<file path="src/rtl/pipe_stage_buf.sv">
// Elastic pipeline-stage buffer: DEPTH-entry FIFO with valid/ready on both sides, synchronous flush and occupancy.
// Optional stall counter port (stall_cnt) is built only when PIPE_STALL_CNT_EN is defined.
module pipe_stage_buf #(
    parameter int WIDTH = 32,
    parameter int DEPTH = 2,
    parameter int CNT_W = 16
) (
    input  logic                     clk,
    input  logic                     reset,
    input  logic                     flush,
    input  logic                     in_valid,
    output logic                     in_ready,
    input  logic [WIDTH-1:0]         in_data,
    output logic                     out_valid,
    input  logic                     out_ready,
    output logic [WIDTH-1:0]         out_data,
`ifdef PIPE_STALL_CNT_EN
    output logic [CNT_W-1:0]         stall_cnt,
`endif
    output logic [$clog2(DEPTH):0]   occupancy
);

    localparam int PTR_W = $clog2(DEPTH);
    localparam int OCC_W = PTR_W + 1;
    localparam logic [PTR_W-1:0] PTR_ONE  = PTR_W'(1);
    localparam logic [OCC_W-1:0] OCC_ONE  = OCC_W'(1);
    localparam logic [OCC_W-1:0] OCC_FULL = OCC_W'(DEPTH);

    if (DEPTH < 2 || (1 << PTR_W) != DEPTH || CNT_W < 1) begin : g_param_check
        $error("pipe_stage_buf: DEPTH must be a power of two >= 2 and CNT_W >= 1");
    end

    logic [WIDTH-1:0] mem_q [DEPTH];
    logic [WIDTH-1:0] mem_d [DEPTH];
    logic [PTR_W-1:0] wr_ptr_q, wr_ptr_d;
    logic [PTR_W-1:0] rd_ptr_q, rd_ptr_d;
    logic [OCC_W-1:0] count_q, count_d;
    logic             push;
    logic             pop;

    // Handshake outputs depend on registered count only, never on out_ready.
    assign in_ready  = (count_q != OCC_FULL);
    assign out_valid = (count_q != '0);
    assign out_data  = mem_q[rd_ptr_q];
    assign occupancy = count_q;

    assign push = in_valid & in_ready;
    assign pop  = out_valid & out_ready;

    always_comb begin
        wr_ptr_d = wr_ptr_q;
        rd_ptr_d = rd_ptr_q;
        count_d  = count_q;
        for (int i = 0; i < DEPTH; i++) begin
            mem_d[i] = mem_q[i];
        end
        // A word handshaked during flush is dropped, and storage keeps its old contents.
        if (flush) begin
            wr_ptr_d = '0;
            rd_ptr_d = '0;
            count_d  = '0;
        end else begin
            if (push) begin
                mem_d[wr_ptr_q] = in_data;
                wr_ptr_d        = wr_ptr_q + PTR_ONE;
            end
            if (pop) begin
                rd_ptr_d = rd_ptr_q + PTR_ONE;
            end
            case ({push, pop})
                2'b10:   count_d = count_q + OCC_ONE;
                2'b01:   count_d = count_q - OCC_ONE;
                default: count_d = count_q;
            endcase
        end
    end

    always_ff @(posedge clk or negedge reset) begin
        if (!reset) begin
            wr_ptr_q <= '0;
            rd_ptr_q <= '0;
            count_q  <= '0;
            for (int i = 0; i < DEPTH; i++) begin
                mem_q[i] <= '0;
            end
        end else begin
            wr_ptr_q <= wr_ptr_d;
            rd_ptr_q <= rd_ptr_d;
            count_q  <= count_d;
            for (int i = 0; i < DEPTH; i++) begin
                mem_q[i] <= mem_d[i];
            end
        end
    end

`ifdef PIPE_STALL_CNT_EN
    localparam logic [CNT_W-1:0] STALL_ONE = CNT_W'(1);
    localparam logic [CNT_W-1:0] STALL_MAX = '1;

    logic [CNT_W-1:0] stall_q, stall_d;

    assign stall_cnt = stall_q;

    // Counts cycles where the head is offered but refused; saturates instead of wrapping.
    always_comb begin
        stall_d = stall_q;
        if (flush) begin
            stall_d = '0;
        end else if (out_valid && !out_ready && stall_q != STALL_MAX) begin
            stall_d = stall_q + STALL_ONE;
        end
    end

    always_ff @(posedge clk or negedge reset) begin
        if (!reset) begin
            stall_q <= '0;
        end else begin
            stall_q <= stall_d;
        end
    end
`endif

endmodule

</file>
<file path="config.mk">
export PLATFORM = sky130hd
export DESIGN_NAME = pipe_stage_buf
export DESIGN_NICKNAME = d
export VERILOG_FILES = /design/src/rtl/pipe_stage_buf.sv
export SDC_FILE = /design/constraint.sdc
export NUM_CORES = 1
export LEC_CHECK = 0
export CORE_MARGIN = 4
export CORE_UTILIZATION = 55
export CTS_BUF_LIST = sky130_fd_sc_hd__clkbuf_4 sky130_fd_sc_hd__clkbuf_8
export CTS_CLUSTER_DIAMETER = 50
export DETAILED_ROUTE_END_ITERATION = 8
export PLACE_DENSITY_LB_ADDON = 0.15
export REMOVE_ABC_BUFFERS = 1
export SYNTH_ARGS = -nofsm -noshare
export SYNTH_HDL_FRONTEND = slang
export SYNTH_SLANG_ARGS = --single-unit
export TNS_END_PERCENT = 50
</file>
<file path="constraint.sdc">
create_clock -name clk -period 2.95 [get_ports clk]
set_input_delay 0.295 -clock clk [delete_from_list [all_inputs] [get_ports clk]]
set_output_delay 0.295 -clock clk [all_outputs]
set_load 0.03 [all_outputs]
</file>
==> metrics <==
status completed; Nets 313; Final Skew 3.039 ps; Setup Total Neg Slack 0 ps; largest delay contributor family on the critical path buffers and inverters; I/O pin cnt 73; first-pass GRT wire length 9487 um; setup slack, reg-to-reg 820 ps; H-tree levels 3; Final GP Congestion 0.7738; post-DP HPWL 3923 um; post-synthesis area per instance 15.43 um^2; max-slew headroom at the worst pin 56.32%; critical path endpoint category output pin; Mapped Area 3008 um^2; largest net degree at the start of global routing 28; vias in the first global route 2038; CTS max path bufs 2; total congestion overflow 0; power per cell area 725.2 nW/um^2; Antenna Cells 0; hold-fix buffer count after cts 1; postcts setup bufs 0; min-delay worst type in -> async; reg2reg end mem_q[28]; Seq cells post-synth 68; WP buf/inv 2; Worst-Margin Slew 652.9 ps; commonest non-fill, non-tap cell in the layout mux2_2; effective utilization at floorplan 57.79%; worst-skew pair later-pin latency 330 ps; maximum VDD drop 0.0004949 V; Yosys cell types 22; layout cell share with drive strength beyond 1 42.86%; total CTS buffers 9; WL per Instance 16.07 um; yosys warns 0; Post-synth EDFFs 0; Crit path required time 2650 ps; initial antenna violation count 0; root buffer cell clkbuf_8; sequential area share after synthesis 56.57%; clock sink total 68; Die ar. 6716 um^2; Data arrival, critical path 1960 ps; Final WS setup 690.3 ps; footprint of the multi-input gates 1227 um^2; crit-path max FO 20; first-pass iteration count of the detailed router 4; Post-DRT Antenna Nets 0; Post-route DRC 0; Top FF cell, synth dfrtp_1; reg2reg start occupancy[1]; fin crit period 2260 ps; CTS tree yes; Lkg Pwr 0.001669 uW; commonest non-fill, non-tap cells in the layout mux2_2 (91), clkdlybuf4s50_1 (71), dfrtp_1 (68), clkbuf_8 (11), buf_4 (6); All-Layer GR Usage 18.99%; critical path startpoint category flop; flip-flop and latch area 1702 um^2; RSZ-0062 raised after global routing no; critical path's slowest cell clkdlybuf4s50_1; Rows 26; slowest stage delay, CP 600 ps; Reg clk slew, reported paths 70 ps; Core Area 5205 um^2; FFs w/ async S/R, synth 100.0%; Max-Cap Viols 0; Tcrit/Tclk final 76.60%; initial DRC count 42; filler instances 341; Crit Path Category reg -> out; area delta synth->final 32.70%; Fin. Hold Viols 0; cells resized by post-CTS repair 0; Mapped Cells 195; drt total wl 5623 um; Fmax achieved 442.5 MHz; drt via density 5.237; Die X 81.95 um; die extent in y 81.95 um; pre-CTS setup slack 572.7 ps; count of buffers from port buffering 72; final setup vio count 0; crit-path cells buf_4 -> mux2_2 -> clkdlybuf4s50_1; via count 1833; Reg2Reg Depth 5; Pins Over Slew Limit 0
## synthesized netlist by cell type, types with 2 or more instances
master / instances / area [um^2]
buf_4: 3 / 22.52
o21ai_0: 2 / 10.01
dfrtp_1: 68 / 1702
mux2_2: 91 / 1025
or2_2: 2 / 12.51
mux2_1: 5 / 56.30
buf_6: 3 / 33.78
clkbuf_1: 4 / 15.01
a21oi_1: 4 / 20.02
## registers in the layout, indices dropped and copies added (netlist names)
name       count
rd_ptr_q       1
occupancy      2
wr_ptr_q       1
mem_q         64
## final cells by class
type	instances	share of cell area [%]
timing repair buffer	80	19.81
clock inverter	2	0.2508
multi-input combinational	115	30.75
clock buffer	13	4.169
sequential	68	42.63
tap	70	2.194
inverter	2	0.1881
## kinds of logic after synthesis
logic type	Yosys count	share of synthesized area (%)
multiplexers	97	36.27
flip-flops	68	56.57
buffers and inverters	12	2.620
AND/OR/NAND/NOR	9	2.745
AO/OA/AOI/OAI	8	1.498
XOR/XNOR	1	0.2912
## per-layer routing
| layer | global-route usage, % | wire [um] | vias up |
|---|---|---|---|
| li1 | - | - | 859 |
| met1 | 24.24 | 2563 | 911 |
| met2 | 29.64 | 2598 | 51 |
| met3 | 7.018 | 370 | 12 |
| met4 | 6.977 | 90 | 0 |
| met5 | 0 | 0 | - |
## stage by stage
stage	std cells	total power (uW)	cell area (um^2)	utilization [%]	hold slack, ps
global route	350	3050	3991	76.68	430.8
finish	350	2895	3991	76.68	405.1
CTS	350	2926	3991	76.68	400.5
detailed placement	334	2230	3805	73.10	221.8
floorplan	185	1861	2937	-	-0.5911
global placement	334	2207	3805	73.10	224.3
## report_power, final
part | switching [uW] | total, uW | internal (uW)
clock | 326 | 688 | 363
sequential | 104 | 1260 | 1160
combinational | 439 | 947 | 507
## worst max path at each step
stage          cells after the start           end  slack (ps)         start
4_1_cts                            3   out_data[3]         670      rd_ptr_q
3_5_place_dp                       4     mem_q[28]         570         flush
3_3_place_gp                       4     mem_q[28]         610         flush
2_1_floorplan                      3     mem_q[32]         590  occupancy[1]
6_report                           3   out_data[3]         690      rd_ptr_q
5_1_grt                            3  out_data[11]         610      rd_ptr_q
## worst register-to-register path, delay by kind of cell (launching register included)
family	cells	cell delay [ps]
and+or+nand+nor	2	760
buffers and inverters	2	500
DFF	1	450
muxes	1	310
No activity file was read; power rests on OpenSTA's default activity.
